### src/rtl/alu_op_sequencer.sv
// ---------------------------------------------------------------------------
// alu_op_sequencer
// Issuing end of the 64-bit-result ALU interface. Accepts one operation at a
// time from the datapath control, presents operands/opcode/modifiers to the
// ALU, restarts and waits for the multi-cycle divider on DIV, then hands the
// captured 64-bit result back. Strictly one operation outstanding.
//
// Ports
//   clk                      clock, all state on rising edge
//   rst                      asynchronous active-low reset
//   req_valid/req_ready      request handshake
//   req_op/req_a/req_b       opcode (0..12 legal) and operands
//   req_inv/req_inc          output_inverted / output_inc modifiers
//   alu_a/alu_b/alu_aluop    operands and opcode driven to the ALU
//   alu_inv/alu_inc          modifiers driven to the ALU
//   alu_rst                  one-cycle divider restart pulse (DIV only)
//   alu_done                 divider finished
//   alu_res_high/low         ALU result halves
//   rsp_valid/rsp_ready      response handshake
//   rsp_high/rsp_low         captured result
//   rsp_err                  DIV timeout or illegal opcode (result zero)
//   busy                     an operation is in flight
// ---------------------------------------------------------------------------
module alu_op_sequencer #(
  parameter int SETTLE_CYC  = 1,
  parameter int DIV_TIMEOUT = 64
) (
  input  logic        clk,
  input  logic        rst,
  input  logic        req_valid,
  output logic        req_ready,
  input  logic [3:0]  req_op,
  input  logic [31:0] req_a,
  input  logic [31:0] req_b,
  input  logic        req_inv,
  input  logic        req_inc,
  output logic [31:0] alu_a,
  output logic [31:0] alu_b,
  output logic [3:0]  alu_aluop,
  output logic        alu_inv,
  output logic        alu_inc,
  output logic        alu_rst,
  input  logic        alu_done,
  input  logic [31:0] alu_res_high,
  input  logic [31:0] alu_res_low,
  output logic        rsp_valid,
  input  logic        rsp_ready,
  output logic [31:0] rsp_high,
  output logic [31:0] rsp_low,
  output logic        rsp_err,
  output logic        busy
);

  localparam logic [3:0] OP_DIV       = 4'd3;
  localparam logic [3:0] OP_FIRST_BAD = 4'd13;
  localparam logic [7:0] SETTLE_LAST  = 8'(SETTLE_CYC - 1);
  localparam logic [7:0] DIV_LAST     = 8'(DIV_TIMEOUT - 1);

  typedef enum logic [2:0] {
    IDLE,
    ISSUE,
    SETTLE,
    WAIT_DIV,
    RESP
  } stateT;

  stateT      state;
  logic [7:0] cnt;

  // All outputs are registered; req_ready comes up on the first edge after
  // reset release and is re-armed on the response handshake edge.
  always_ff @(posedge clk or negedge rst) begin
    if (!rst) begin
      state     <= IDLE;
      cnt       <= 8'd0;
      req_ready <= 1'b0;
      busy      <= 1'b0;
      alu_a     <= 32'd0;
      alu_b     <= 32'd0;
      alu_aluop <= 4'd0;
      alu_inv   <= 1'b0;
      alu_inc   <= 1'b0;
      alu_rst   <= 1'b0;
      rsp_valid <= 1'b0;
      rsp_high  <= 32'd0;
      rsp_low   <= 32'd0;
      rsp_err   <= 1'b0;
    end else begin
      // alu_rst is a single-cycle pulse covering the ISSUE cycle only.
      alu_rst <= 1'b0;
      case (state)
        // Accept: operands go straight to the ALU-facing registers and stay
        // there until the next acceptance.
        IDLE: begin
          req_ready <= 1'b1;
          if (req_valid && req_ready) begin
            alu_a     <= req_a;
            alu_b     <= req_b;
            alu_aluop <= req_op;
            alu_inv   <= req_inv;
            alu_inc   <= req_inc;
            alu_rst   <= (req_op == OP_DIV);
            req_ready <= 1'b0;
            busy      <= 1'b1;
            state     <= ISSUE;
          end
        end
        // Issue: route by opcode; illegal opcodes answer immediately.
        ISSUE: begin
          cnt <= 8'd0;
          if (alu_aluop >= OP_FIRST_BAD) begin
            rsp_high  <= 32'd0;
            rsp_low   <= 32'd0;
            rsp_err   <= 1'b1;
            rsp_valid <= 1'b1;
            state     <= RESP;
          end else if (alu_aluop == OP_DIV) begin
            state <= WAIT_DIV;
          end else begin
            state <= SETTLE;
          end
        end
        // Settle: let the combinational ALU path resolve before capture.
        SETTLE: begin
          cnt <= cnt + 8'd1;
          if (cnt == SETTLE_LAST) begin
            rsp_high  <= alu_res_high;
            rsp_low   <= alu_res_low;
            rsp_err   <= 1'b0;
            rsp_valid <= 1'b1;
            state     <= RESP;
          end
        end
        // Divider wait: done is checked before timeout so a done arriving on
        // the last allowed cycle still returns a real result.
        WAIT_DIV: begin
          cnt <= cnt + 8'd1;
          if (alu_done) begin
            rsp_high  <= alu_res_high;
            rsp_low   <= alu_res_low;
            rsp_err   <= 1'b0;
            rsp_valid <= 1'b1;
            state     <= RESP;
          end else if (cnt == DIV_LAST) begin
            rsp_high  <= 32'd0;
            rsp_low   <= 32'd0;
            rsp_err   <= 1'b1;
            rsp_valid <= 1'b1;
            state     <= RESP;
          end
        end
        // Response: hold everything until the consumer takes it.
        RESP: begin
          if (rsp_ready) begin
            rsp_valid <= 1'b0;
            req_ready <= 1'b1;
            busy      <= 1'b0;
            state     <= IDLE;
          end
        end
        default: begin
          state <= IDLE;
        end
      endcase
    end
  end

endmodule

### config.mk
export PLATFORM = sky130hd
export DESIGN_NAME = alu_op_sequencer
export DESIGN_NICKNAME = d
export VERILOG_FILES = /design/src/rtl/alu_op_sequencer.sv
export SDC_FILE = /design/constraint.sdc
export NUM_CORES = 1
export LEC_CHECK = 0
export BUFFER_PORTS_ARGS = -buffer_cell sky130_fd_sc_hd__buf_4
export CAP_MARGIN = 20
export CORE_UTILIZATION = 51
export CTS_BUF_LIST = sky130_fd_sc_hd__clkbuf_8 sky130_fd_sc_hd__clkbuf_16
export DETAILED_ROUTE_END_ITERATION = 8
export PLACE_DENSITY = 0.93
export SLEW_MARGIN = 15
export SYNTH_ARGS = -nofsm -noshare
export SYNTH_HDL_FRONTEND = slang
export SYNTH_SLANG_ARGS = --single-unit
### constraint.sdc
create_clock -name clk -period 4 [get_ports clk]
set_clock_uncertainty 0.2 [all_clocks]
set_input_delay 0.8 -clock clk [delete_from_list [all_inputs] [get_ports clk]]
set_output_delay 0.8 -clock clk [all_outputs]
set_load 0.05 [all_outputs]
==> results of run 1 <==
-- through the flow --
stage | cells | setup WS, ps | utilization, % | cell area (um^2)
after floorplan | 517 | 1880 | - | 6290
after global placement | 922 | 1450 | 70.6 | 8480
after detailed placement | 922 | 1390 | 70.6 | 8480
after CTS | 954 | 1440 | 75.3 | 9050
after global routing | 954 | 1280 | 75.3 | 9050
final | 954 | 1460 | 75.3 | 9050
-- state kept, by name (all words and copies together), names as in the netlist --
signal / flops
state: 3
rsp_valid: 1
alu_b: 32
cnt: 8
alu_a: 32
req_ready: 1
alu_rst: 1
alu_inc: 1
rsp_low: 32
rsp_err: 1
alu_inv: 1
alu_aluop: 4
rsp_high: 32
busy: 1
-- routing by layer --
metal / wire length [um] / vias to the layer above
li1: - / 2242
met5: 0 / -
met1: 6220 / 2357
met4: 520 / 0
met3: 1240 / 41
met2: 8840 / 222
-- worst paths after layout --
kind / start / end / slack [ps] / cells after the start
worst max-delay path: cnt[0] / rsp_low[31] / 1460 / 7
worst min-delay path: rst / rsp_high[18] / 180 / 1
worst max register to register: cnt[0] / rsp_low[31] / 1460 / 7
worst min register to register: alu_b[29] / alu_b[29] / 310 / 1
max in group asynchronous: rst / rsp_err / 2540 / 2
min in group clk: alu_b[29] / alu_b[29] / 310 / 1
-- logic make-up after synthesis --
logic type               count (synthesis)  synth area share, %
adder cells (fa/ha/maj)                  2                0.398
AO/OA/AOI/OAI                           26                 2.67
flip-flops                             150                 59.7
multiplexers                           139                 23.5
AND/OR/NAND/NOR                        106                 7.32
buffers and inverters                   94                 6.37
-- cell usage in the layout, fill, tap and decap left out, types with 2 or more instances in the layout --
cell        instances
inv_1              71
buf_4             281
mux2i_1            69
clkbuf_16          17
nand2_1            78
clkinvlp_4          3
nor3_1              3
a41oi_1             2
o21ai_0            10
nand2b_1            2
dfrtp_1           150
ha_1                2
nor2_1             12
a31oi_1             3
mux2_2             70
a21oi_1             2
clkbuf_8            4
a31o_2              2
clkinv_2            4
nand3_1             2
-- synthesized netlist by cell type, types with 3 or more instances --
cell / instances / area (um^2)
dfrtp_1: 150 / 3750
nand2_1: 78 / 293
mux2_2: 70 / 788
mux2i_1: 69 / 691
inv_1: 68 / 255
nor2_1: 13 / 48.8
buf_2: 11 / 55.1
o21ai_0: 10 / 50.1
clkbuf_1: 7 / 26.3
buf_6: 4 / 45.0
a31oi_1: 3 / 18.8
nor3_1: 3 / 15.0
-- layout make-up --
type,count,area share (%)
multi-input cells,273,23.7
well taps,147,2.03
clock inverters,11,0.927
inverters,69,2.86
flip-flops and latches,150,41.5
clock buffers,21,5.31
repair buffers,283,23.7
==> results.md, run 1 <==
- Post-CTS Setup Bufs: 0
- Crit-path cells: inv_1 > ha_1 > nor4b_2 > a31oi_1 > nor3_4 > buf_4 > mux2i_1
- Num ports: 278
- Sequential share of the synthesized area: 59.7%
- Nets@finish: 935
- Post-synthesis cell count: ~520
- Slew margin rel.: 41.4%
- Fin Setup TNS: 0 ps
- Crit path kind: reg2reg
- Achievable Freq: 394 MHz
- Hold WC Path Type: in2async
- CP Capture Type: register
- Post-synth top flop: dfrtp_1
- Max-slew violation count: 0
- Synthesized cell area: 6290 um^2
- Post-CTS Hold Buffers: 0
- Unique masters post-synth: 36
- WL per Instance: 17.6 um
- Initial antenna violation count: 0
- Area occupied by multi-input gates: 2150 um^2
- Die Footprint: roughly 13000 um^2
- Initial DRC count: 214
- CP bufs+invs: 2
- Die span in x: ~110 um
- Post-synth ARST share: 100%
- CTS Buf Count: 17
- Final min period: about 2500 ps
- CTS resizes: 0
- Total core area: 12000 um^2
- Vias in the first global route: 5174
- Critical Path Start Type: register
- DRT antenna net count: 0
- Cell family with most CP delay: buffers and inverters
- Yosys warns: 0
- Synthesized area per cell: 12.2 um^2
- Slowest library cell on the worst path: buf_4
- Max-cap violation count: 0
- Synth-to-layout area growth: 43.9%
- Worst hold margin: 181 ps
- Antenna cells: 0
- Worst-Skew Late Latency: around 420 ps
- Worst Path Max Fanout: 33
- Fillers: 753
- CTS Sinks: 150
- Period Utilization, post-route: between 60 and 70%
- GR Layer Usage met1: 28.9%
- Vias per cell: 5.10
- EDFF count, synth: 0
- Layout cell share with drive strength beyond 1: 48.1%
- Outcome: complete, no violations
- Grt met2 use: 48.9%
- DRT Pass-1 Iters: 4
- Number of synthesized register bits: 150
- Drt total wl: roughly 17000 um
- Busiest metal layer after global routing: met2
- Arr. time, crit path: 2660 ps
- Largest net degree at the start of global routing: 82
- CTS tree: done
- Post-detail-place hpwl: 12000 um
- Drt drc: 0
- Routed vias: 4862
- WP data required: 4120 ps
- Total gr overflow: 0
- Met3 usage: 8.68%
- Worst-margin pin slew: 879 ps
- Final setup viols: 0
- Die Ht: 113 um
- Register area: 3750 um^2
- Buffers on Ports: 277
- Placer Congestion: slightly above 0.8
- First-pass GRT wire length: 26100 um
- H-tree Lvls: 4
- GR Util All Layers: a little over a quarter
- Rows: 40
- Clock slew at reported path FFs: roughly 60 ps
- Root Buffer Master: clkbuf_16
- CP peak stage delay: 500 ps
- Clk buf depth: 2
- Unrepaired setup endpoints after global routing: no
- Hold Fails Final Rpt: 0
- Syn_nets: 658
- Starting Density: 52.3%
Power of run 1 is not shown: default switching activity piles up to over one toggle a cycle in this logic, so the estimate is an artifact.
==> run 2: changes to the inputs <==
--- a/config.mk
+++ b/config.mk
@@ -7,10 +7,10 @@
 export LEC_CHECK = 0
 export BUFFER_PORTS_ARGS = -buffer_cell sky130_fd_sc_hd__buf_4
 export CAP_MARGIN = 20
-export CORE_UTILIZATION = 51
+export CORE_UTILIZATION = 43
 export CTS_BUF_LIST = sky130_fd_sc_hd__clkbuf_8 sky130_fd_sc_hd__clkbuf_16
 export DETAILED_ROUTE_END_ITERATION = 8
-export PLACE_DENSITY = 0.93
+export PLACE_DENSITY = 0.85
 export SLEW_MARGIN = 15
 export SYNTH_ARGS = -nofsm -noshare
 export SYNTH_HDL_FRONTEND = slang
==> constraint.sdc (replaced) <==
create_clock -name clk -period 2.1 [get_ports clk]
set_clock_uncertainty 0.2 [all_clocks]
set_input_delay 0.42 -clock clk [delete_from_list [all_inputs] [get_ports clk]]
set_output_delay 0.42 -clock clk [all_outputs]
set_load 0.05 [all_outputs]
==> results.md, run 2 (synthesis gave the netlist of run 1 again) <==
- Slew margin rel.: 58.1% (was 41.4%)
- CTS tree: done (unchanged)
- Clk buf depth: 2 (unchanged)
- Drt total wl: 16800 um (about the same)
- Vias per cell: 4.84 (was 5.10)
- Die span in x: 123 um (was 113 um)
- Worst Path Max Fanout: 6 (was 33)
- Arr. time, crit path: 2240 ps (was 2660 ps)
- Total core area: 14100 um^2 (was 12000 um^2)
- Failing checks: negative setup slack
- Clk pwr share: approximately 16%
- Final min period: 2120 ps (was 2540 ps)
- Critical Path Start Type: register (unchanged)
- First-pass GRT wire length: 25300 um (was 26100 um)
- Slowest library cell on the worst path: dfrtp_1 (was buf_4)
- Most frequent CP cell: buf_12
- Total gr overflow: 0 (unchanged)
- Combinational share of power: 57.7%
- Num ports: 278 (unchanged)
- CTS Buf Count: 17 (unchanged)
- Crit-path cells: inv_2 > ha_1 > nor4b_4 > a31oi_2 > nor3_4 > buf_6 > buf_12 > buf_12 > mux2i_2 (was inv_1 > ha_1 > nor4b_2 > a31oi_1 > nor3_4 > buf_4 > mux2i_1)
- DRT Pass-1 Iters: 4 (unchanged)
- Synth-to-layout area growth: 54.8% (was 43.9%)
- Hold WC Path Type: in2reg (was in2async)
- Worst-margin pin slew: 624 ps (was 879 ps)
- Final setup viols: 6 (was 0)
- Max-cap violation count: 0 (unchanged)
- Post-detail-place hpwl: 12200 um (was 12000 um)
- CP Capture Type: register (unchanged)
- Initial DRC count: 184 (was 214)
- Sw Share: 46.9%
- Post-Place Cells: 981 (was 922)
- Rows: 43 (was 40)
- Initial antenna violation count: 0 (unchanged)
- Unrepaired setup endpoints after global routing: yes (was no)
- GR Util All Layers: 22.1% (was 27.1%)
- Die Ht: 123 um (was 113 um)
- Reg power frac: 26.4%
- Root Buffer Master: clkbuf_16 (unchanged)
- Pwr Total: about 0.020 W
- H-tree Lvls: 4 (unchanged)
- CP bufs+invs: 4 (was 2)
- PwrDens: between 2000 and 2500 nW/um^2
- Largest net degree at the start of global routing: 61 (was 82)
- Final non-filler cell total: 1031 (was 954)
- Worst-Skew Late Latency: 410 ps (was 420 ps)
- CP peak stage delay: 420 ps (was 500 ps)
- Die Footprint: 15100 um^2 (was 12800 um^2)
- Starting Density: 44.6% (was 52.3%)
- Most common cell after layout, fill and taps aside: buf_4 (unchanged)
- Clock slew at reported path FFs: 60 ps (about the same)
- LEAKAGE: 4.65 nW
- Max-slew violation count: 0 (unchanged)
- DRT antenna net count: 0 (unchanged)
- Antenna cells: 0 (unchanged)
- Buffers on Ports: 277 (unchanged)
- Peak VDD IR: 0.00146 V
- Outcome: complete, but fails checks (was complete, no violations)
- Hold Fails Final Rpt: 0 (unchanged)
- Nets@finish: 979 (was 935)
- WL per Instance: 16.3 um (was 17.6 um)
- Worst setup margin: -19.6 ps (was 1460 ps)
- Achievable Freq: 472 MHz (was 394 MHz)
- CTS Sinks: 150 (unchanged)
- Switching power: 0.00915 W
- Period Utilization, post-route: 101% (was 63.5%)
- Drt drc: 0 (unchanged)
- Placer Congestion: 0.861 (was 0.823)
- Cell family with most CP delay: buffers and inverters (unchanged)
- Int Power: 0.0104 W
- WP data required: 2220 ps (was 4120 ps)
- Worst hold margin: 35.7 ps (was 181 ps)
- Vias in the first global route: 5236 (was 5174)
- Commonest non-fill, non-tap cells in the layout: buf_4, dfrtp_1, nand2_1 (unchanged)
- Crit path kind: reg2reg (unchanged)
- Layout cell share with drive strength beyond 1: 51.5% (was 48.1%)
- Routed vias: 4993 (was 4862)
## run 2: changes by cell type in the layout (fill, tap and decap cells not counted), moves of 4 or more
cell	delta
buf_4	+23
mux2i_1	-4
mux2i_2	+4
buf_12	+8
clkbuf_16	+5
## run 2: final timing paths
check	start	to	slack [ps]	depth (start not counted)
hold reg to reg	alu_a[15]	alu_a[15]	310	1
max in group asynchronous	rst	alu_b[16]	740	3
hold / removal	req_a[2]	alu_a[2]	40	2
min in group asynchronous	rst	rsp_high[20]	350	2
setup / recovery	cnt[0]	rsp_high[3]	-20	9
setup reg to reg	cnt[0]	rsp_high[3]	-20	9
## run 2: final cells by class
type | instances | area [um^2]
fillers | 1030 | 4360
flip-flops and latches | 150 | 3750
repair buffers | 327 | 2690
multi-input cells | 273 | 2190
clock buffers | 24 | 522
inverters | 69 | 259
well taps | 180 | 225
clock inverters | 8 | 95.1
## run 2: metal layers
| layer | vias to the layer above | routed length (um) | track usage, % |
|---|---|---|---|
| li1 | 2341 | - | - |
| met1 | 2413 | 6590 | 24.9 |
| met2 | 214 | 8580 | 38.1 |
| met3 | 25 | 1310 | 7.33 |
| met4 | 0 | 358 | 9.83 |
| met5 | - | 0 | 0 |
## run 2: stage by stage
stage / setup TNS (ps) / setup slack, ps / instance area, um^2 / util, %
6_report: -48.4 / -19.6 / 9730 / 69.0
5_1_grt: -4830 / -140 / 9730 / 69.0
4_1_cts: -37.0 / -14.0 / 9500 / 67.4
3_5_place_dp: -627 / -54.6 / 8820 / 62.6
3_3_place_gp: 0 / 25.2 / 8820 / 62.6
2_1_floorplan: 0 / 24.0 / 6290 / -
## run 2: what timing repair did
item,CTS,global route
endpoints found under the setup margin,51,65
setup buffers,2,8
gates cloned,0,5
hold buffers,3,0
endpoints found under the hold margin,42,0
pin swaps,0,3
resized for setup,2,15
## run 2: power by group through the flow
| stage | sequential, W | clock (W) | combinational (W) |
|---|---|---|---|
| after floorplan | 0.00965 | 0 | 0.00271 |
| final | 0.00516 | 0.00311 | 0.0113 |
| after detailed placement | 0.00517 | 0 | 0.0107 |
| after CTS | 0.00516 | 0.00316 | 0.0108 |
| after global placement | 0.00510 | 0 | 0.0105 |
| after global routing | 0.00533 | 0.00331 | 0.0118 |
(Power assumes the default switching activity.)
